===== src/rtl/arb_pkg.sv =====
// arb_pkg: FSM state encodings and default sizing shared by datapath_arbiter and rr_picker
package arb_pkg;
  typedef enum logic [1:0] {IDLE, START, WAIT, ACK} state_t;
  localparam int N_REQ_DEF = 4;
  localparam int TIMEOUT_DEF = 255;
endpackage


===== src/rtl/rr_picker.sv =====
// rr_picker: combinational round-robin search from ptr upward with wrap; ports req, ptr in; winner, valid out
module rr_picker
  import arb_pkg::*;
#(
  parameter int N_REQ = N_REQ_DEF
) (
  input  logic [N_REQ-1:0]         req,
  input  logic [$clog2(N_REQ)-1:0] ptr,
  output logic [$clog2(N_REQ)-1:0] winner,
  output logic                     valid
);
  localparam int IW = $clog2(N_REQ);
  logic [IW-1:0] idx;
  int j;
  always_comb begin
    winner = '0;
    idx = '0;
    j = 0;
    for (int i = N_REQ - 1; i >= 0; i--) begin
      j = int'(ptr) + i;
      j = j >= N_REQ ? j - N_REQ : j;
      idx = IW'(j);
      winner = req[idx] ? idx : winner;
    end
    valid = |req;
  end
endmodule


===== src/rtl/datapath_arbiter.sv =====
// datapath_arbiter: round-robin owner of one datapath (clk, async active-low rst, req/grant/ack, dp_start/dp_done, busy; err and watchdog with ARB_TIMEOUT_EN)
module datapath_arbiter
  import arb_pkg::*;
#(
  parameter int N_REQ          = N_REQ_DEF,
  parameter int TIMEOUT_CYCLES = TIMEOUT_DEF
) (
  input  logic             clk,
  input  logic             rst,
  input  logic [N_REQ-1:0] req,
  output logic [N_REQ-1:0] grant,
  output logic             dp_start,
  input  logic             dp_done,
  output logic [N_REQ-1:0] ack,
  output logic             busy
`ifdef ARB_TIMEOUT_EN
  ,
  output logic             err
`endif
);
  localparam int IW = $clog2(N_REQ);
  state_t           state_q;
  logic [IW-1:0]    ptr_q, ptr_d, winner_q, pick;
  logic [N_REQ-1:0] grant_q, ack_q;
  logic             dp_start_q, valid, tmo;
  rr_picker #(.N_REQ(N_REQ)) u_pick (
    .req   (req),
    .ptr   (ptr_q),
    .winner(pick),
    .valid (valid)
  );
  assign ptr_d    = winner_q == IW'(N_REQ - 1) ? '0 : winner_q + 1'b1;
  assign grant    = grant_q;
  assign ack      = ack_q;
  assign dp_start = dp_start_q;
  assign busy     = state_q != IDLE;
`ifdef ARB_TIMEOUT_EN
  localparam int WW = $clog2(TIMEOUT_CYCLES + 1);
  logic [WW-1:0] wd_q;
  logic          err_q;
  assign err = err_q;
  assign tmo = wd_q == WW'(TIMEOUT_CYCLES - 1);
  always_ff @(posedge clk or negedge rst)
    if (!rst) begin
      wd_q  <= '0;
      err_q <= 1'b0;
    end else begin
      wd_q  <= state_q == WAIT ? wd_q + 1'b1 : '0;
      err_q <= state_q == WAIT && tmo && !dp_done;
    end
`else
  assign tmo = 1'b0;
`endif
  always_ff @(posedge clk or negedge rst)
    if (!rst) begin
      state_q    <= IDLE;
      ptr_q      <= '0;
      winner_q   <= '0;
      grant_q    <= '0;
      ack_q      <= '0;
      dp_start_q <= 1'b0;
    end else begin
      ack_q      <= '0;
      dp_start_q <= 1'b0;
      case (state_q)
        IDLE:
          if (valid) begin
            state_q    <= START;
            winner_q   <= pick;
            grant_q    <= N_REQ'(1) << pick;
            dp_start_q <= 1'b1;
          end
        START: state_q <= WAIT;
        WAIT:
          if (dp_done || tmo) begin
            state_q <= ACK;
            grant_q <= '0;
            ack_q   <= grant_q;
            ptr_q   <= ptr_d;
          end
        ACK: state_q <= IDLE;
      endcase
    end
endmodule


===== config.mk =====
export PLATFORM = sky130hd
export DESIGN_NAME = datapath_arbiter
export DESIGN_NICKNAME = d
export VERILOG_FILES = /design/src/rtl/arb_pkg.sv /design/src/rtl/rr_picker.sv /design/src/rtl/datapath_arbiter.sv
export SDC_FILE = /design/constraint.sdc
export NUM_CORES = 1
export LEC_CHECK = 0
export ABC_CLOCK_PERIOD_IN_PS = 1600
export CAP_MARGIN = 10
export CORE_ASPECT_RATIO = 1.25
export CORE_UTILIZATION = 25
export CTS_CLUSTER_DIAMETER = 30
export CTS_CLUSTER_SIZE = 24
export DETAILED_ROUTE_END_ITERATION = 16
export PLACE_DENSITY = 0.57
export SYNTH_ARGS = -nofsm -noshare
export SYNTH_HDL_FRONTEND = slang
export SYNTH_SLANG_ARGS = --single-unit

===== constraint.sdc =====
create_clock -name clk -period 1.6 [get_ports clk]
set_input_delay 0.16 -clock clk [delete_from_list [all_inputs] [get_ports clk]]
set_output_delay 0.16 -clock clk [all_outputs]
set_load 0.03 [all_outputs]

; ---- Word-level counts from Yosys, hierarchy flattened
; Index checks and enable logic that the tools add are counted.
[op_classes]
addsub = 8
order_cmp = 8
eq_ne = 6
shift = 1
n_mux = 27
n_reduce_logical = 8
[ops]
columns = cell, n
row1 = 2-bit 2-to-1 mux, 11
row2 = 4-bit 2-to-1 mux, 4
row3 = "2-bit by 3-bit < comparator with 1-bit output, second input constant", 4
row4 = "3-bit >= comparator, second input constant", 3
row5 = 1-bit binary-select mux with 2-bit select, 4
row6 = 2-bit one-hot mux with 4 select lines, 1
row7 = 4-bit one-hot mux with 2 select lines, 1
row8 = "2-bit by 1-bit subtractor with 2-bit output, second input constant", 4
row9 = "2-bit by 2-bit adder with 3-bit output, second input constant", 2
row10 = "2-bit == test, second input constant", 3
row11 = 1-bit 2-to-1 mux, 6
row12 = 2-bit AND reduction, 3
row13 = 2-bit nonzero test, 2
row14 = 4-bit OR reduction, 1
row15 = "1-bit by 2-bit left shift with 4-bit output, first input constant", 1
row16 = "2-bit by 1-bit adder with 3-bit output, second input constant", 1
row17 = "2-bit by 3-bit >= comparator with 1-bit output, second input constant", 1
row18 = 3-bit AND reduction, 1
row19 = "2-bit by 1-bit adder with 2-bit output, second input constant", 1
row20 = "2-bit by 1-bit == test with 1-bit output, second input constant", 1
row21 = 2-bit logical NOT, 1
row22 = "2-bit by 1-bit != test with 1-bit output, second input constant", 1
row23 = "2-bit != test, second input constant", 1
[totals]
register_bits = 15
input_bits = 7
out_inout_bits = 10
wordCells = 64

; ---- Logic depth before layout (Yosys ltp)
[depth]
word_depth = 12
depth_mapped = 7
ltp_nobuf = 6

; ---- Modules after synthesis
; From an unflattened synthesis, not the netlist that was laid out.
[unflattened]
hier_cells = 67
hier_area_um2 = 768.2
[by_module_without_submodules]
columns = module, n_inst, cells_per_inst, area_each_um2, seq_area_each_um2
row1 = datapath_arbiter, 1, 52, 686.9, 375.4
row2 = rr_picker, 1, 15, 81.3, 0.0

; ---- Least setup slack after synthesis
; Ideal clock, no wire load.
[synth_path]
kind = register to register
start = reg state_q[0]
end = reg winner_q[0]
setup_ps = 125
arrival_time_ps = 1286
required_ps = 1475
slack_ps = 189
path_stages_with_launch = 6
n_path_buf = 0
synth_period_minus_slack_ps = 1411
cell_sequence = dfrtp_1 > inv_1 > ha_1 > or2b_4 > inv_2 > mux2_4
[synth_via]
elab_chain_cells = 2
[synth_rtl]
columns = item, line
row1 = "start, declared", datapath_arbiter.sv:22  ; state_t state_q;
row2 = "start signal, assigned", datapath_arbiter.sv:56  ; state_q <= IDLE;
row3 = "start signal, assigned", datapath_arbiter.sv:68  ; state_q <= START;
row4 = "start signal, assigned", datapath_arbiter.sv:73  ; START: state_q <= WAIT;
row5 = 2-bit logical NOT, datapath_arbiter.sv:65  ; case (state_q)
row6 = 2-bit AND reduction (no source line), --
row7 = "end signal, assigned", datapath_arbiter.sv:69  ; winner_q <= pick;
row8 = "end, declared", datapath_arbiter.sv:23  ; logic [IW-1:0] ptr_q, ptr_d, winner_q, pick;
; No other way between the ends.
; A chain may end at the register's enable or synchronous reset.

; ---- Worst setup path in the final report
[layout_path]
start = reg grant_q[2] (netlist: grant[2])
end = out grant[2]
[layout_rtl]
columns = item, line
row1 = "start, declared", datapath_arbiter.sv:24  ; logic [N_REQ-1:0] grant_q, ack_q;
row2 = "start signal, assigned", datapath_arbiter.sv:70  ; grant_q <= N_REQ'(1) << pick;
row3 = "end, declared", datapath_arbiter.sv:11  ; output logic [N_REQ-1:0] grant,
; No word-level cell between the ends.

==> run summary <==
Setup violations remaining at the end of the flow were counted as 0. After synthesis, flip-flops and latches occupy 50.2% of the total area. For this design the static power due to leakage is 0.483 nW. The number of antenna violations at the first check in global routing is 0, and the critical path data arrival time is 1.35 ns. The run gives 100 as the final-stage net count. Setup repair after global routing left no endpoint under its margin.

The count of pins over their slew limit was 0. Internal power comes to 1.10 mW. Synthesis produced 63 cells. In this run the power density over the cells is 1780 mW/mm^2. The vertical die dimension was 63.2 um. For this run, global-route usage on met1 was measured as 12.3%.

For the pin with the worst max-slew slack, the measured transition is 0.322 ns. The count of endpoints failing hold in the final timing report came out at 0. The die covers 0.00322 mm^2.

Clock skew on the completed layout was measured at 0.00357 ns. TritonCTS built the clock tree. The post-route netlist has 28.4% of its cells at a drive strength greater than 1. The logs give 0.0942 ns for the setup slack of the critical path after layout and 535 for the via count of the first global-routing pass. The first global-routing pass estimated 2.46 mm of wire. In this run the core area contains 21 standard-cell rows. Combinational logic burns 54.3% of the power. In the global route stage, met3 resource usage came out at 2.90%. The switching power as a share of total power was 39.7%. Summed over all layers, the global routing overflow is 0.

The congestion estimate from routability-driven global placement came to 0.746. Walking the worst path, the cells encountered are clkdlybuf4s50_1. Once the floorplan was initialized, standard cells occupied 27.1% of the core. The maximum VDD drop is 0.000673 V, and the proportion of power drawn by the clock network is 11.6%. The number of top-level pins came out at 17. The worst hold path class is input port to asynchronous set/reset pin.

Cell with the biggest individual delay on the critical path: clkdlybuf4s50_1. First-pass detailed-route iteration total: 4. Synthesis inferred 15 register bits. Compared with the post-synthesis result, the final layout area differs by 36.8%.

The max capacitance violation total was 0. CTS placed an instance of clkbuf_4 at the clock tree root. For the post-place setup slack, the log shows -0.109 ns.

By startpoint and endpoint, the worst setup path is classified as register to primary output. Yosys mapped a number of flops with a built-in enable equal to 0. After synthesis, the netlist uses 29 different library cells. Sequential cells burn 34.1% of the power.

After detailed routing, the number of vias per cell comes to 4.53. The clock insertion delay at the later pin of the skew report came out at 0.28 ns. Delay of the slowest cell on the worst path: 0.68 ns. The run finished with clean final reports.

Of all nets on the critical path, the largest fanout is 3. 0 antenna diodes ended up in the layout. The Yosys step of the flow raised 0 warnings.

The worst slew slack as a fraction of its limit is 78.4%. The run gives 0 as the number of buffers inserted to repair setup after CTS. The die is 50.9 um wide.

The area of the core region was 0.00276 mm^2. The most common flop cell mapped by yosys is dfrtp_1. The post-route fraction of the period consumed by the critical path was 94.1%; the final routed DRC violation total was 0. At the worst endpoint, the required time is 1.44 ns.

Entering global routing, the biggest net connects 16 pins. The mapped netlist covers 748 um^2. Kind of launch point of the worst setup path: a register.

The sum of buffers and inverters on the critical path is 1. The tools report the count of clock tree sinks as 15. The buffer levels on the longest clock path was 2; the setup TNS was 0 ns.

Hold is met by 0.186 ns. The logs give 725 uW for the total net switching power and 0.664 GHz for the highest clock frequency the design can meet. The portion of synthesized cell area occupied by the leading cell type works out to 50.2%.

The post-synthesis async set-or-reset flop share works out to 100%. DRC marker count from the first detailed-route iteration: 11. Kind of cell with the highest combined delay on the critical path: buffers and inverters. The tools report the final non-filler cell area as 0.00102 mm^2.

The tools report the kind of end point of the critical path as a primary output. The count of nets left with antenna violations once routing finished came out at 0. TritonCTS created 3 clock buffers. The post-detailed-route wirelength per cell is 12.3 um. The global routing usage summed across all routing layers is 10.4%, and the post-synthesis area per instance is 11.9 um^2. The count of buffers added on input and output ports is 16. For this run, the share of the core covered by cells in the final layout is 37.1%.

The wire length after detailed routing is 1.51 mm. By area the synthesized netlist is led by dfrtp_1 (50%), ha_1 (6.7%), mux2_4 (4.0%). Ranked by instance count, the synthesized netlist is headed by dfrtp_1 (15), nand2_1 (6), inv_1 (5).

Highest-utilization routing layer at the global route stage: met2. The logs give 553 for the total via count after detailed routing and 988 um^2 for the post-place instance area. The number of levels in the clock H-tree came out at 1. Counting every net in the synthesized netlist gives 74. The largest total area in the synthesized netlist belongs to dfrtp_1. Clock period minus final worst setup slack: 1.51 ns. The met2 track demand over resource in global routing came out at 17.4%. The HPWL after detailed placement is 1.16 mm.

Clock-pin slew was measured on the worst setup and hold paths at 0.09 ns. The most common cell in the synthesized netlist is dfrtp_1.
## cells by family (layout without fill, tap and decap cells)
family                   after synthesis  count (layout)  synth area share (%)
AO/OA/AOI/OAI                         16              16                  18.6
AND/OR/NAND/NOR                       16              16                  12.7
flip-flops                            15              15                  50.2
buffers and inverters                  8              33                  5.02
adder cells (fa/ha/maj)                4               4                  6.69
multiplexers                           4               4                  6.86
## per-stage QoR
step / cells / power, mW
after global routing: 122 / 1.96
after floorplan: 63 / 1.28
final: 122 / 1.82
after global placement: 118 / 1.58
after CTS: 122 / 1.81
after detailed placement: 118 / 1.59
## cell type report
class | count | area [um^2]
inverter | 6 | 22.5
fill | 281 | 1740
timing repair buffer | 23 | 208
clock buffer | 3 | 22.5
multi-input combinational | 40 | 348
tap | 34 | 42.5
clock inverter | 1 | 5.00
sequential | 15 | 375
## flip-flops by register name, indices dropped and copies added (netlist names)
register  cells
ptr_q         2
dp_start      1
state_q       2
winner_q      2
grant         4
ack           4
## cells in the final DEF, fill, tap and decap left out, drive strengths merged, types with 2 or more instances in the layout
master and count:
a21oi 4, a32o 2, and3 4, buf 7
clkbuf 4, clkdlybuf4s50 15, dfrtp 15, ha 4
inv 6, mux2 3, nand2 6, o41ai 2
## power groups by stage
| stage | sequential (mW) | combinational, mW | clock (mW) |
|---|---|---|---|
| 4_1_cts | 0.622 | 0.968 | 0.223 |
| 2_1_floorplan | 0.699 | 0.577 | 0 |
| 5_1_grt | 0.639 | 1.08 | 0.237 |
| 6_report | 0.622 | 0.990 | 0.211 |
| 3_5_place_dp | 0.629 | 0.966 | 0 |
| 3_3_place_gp | 0.626 | 0.957 | 0 |
## routing by layer
| layer | vias up | routed length, um |
|---|---|---|
| li1 | 280 | - |
| met1 | 261 | 674 |
| met2 | 10 | 759 |
| met3 | 2 | 58 |
| met4 | 0 | 12 |
| met5 | - | 0 |
## path summary, 6_finish.rpt
check                                 start           to  slack, ns  cells past startpoint
worst max-delay path               grant[2]     grant[2]       0.09                      1
worst min-delay path                    rst     grant[0]       0.19                      2
worst max register to register   state_q[0]  winner_q[0]       0.12                      5
worst min register to register  winner_q[1]  winner_q[1]       0.50                      2
max in group asynchronous               rst   state_q[1]       1.23                      2
min in group clk                winner_q[1]  winner_q[1]       0.50                      2
## what timing repair did
action	4_1_cts	5_1_grt
hold buffers	0	0
setup endpoints to repair	1	3
gates resized for setup	2	3
No activity file was read; power rests on OpenSTA's default activity.
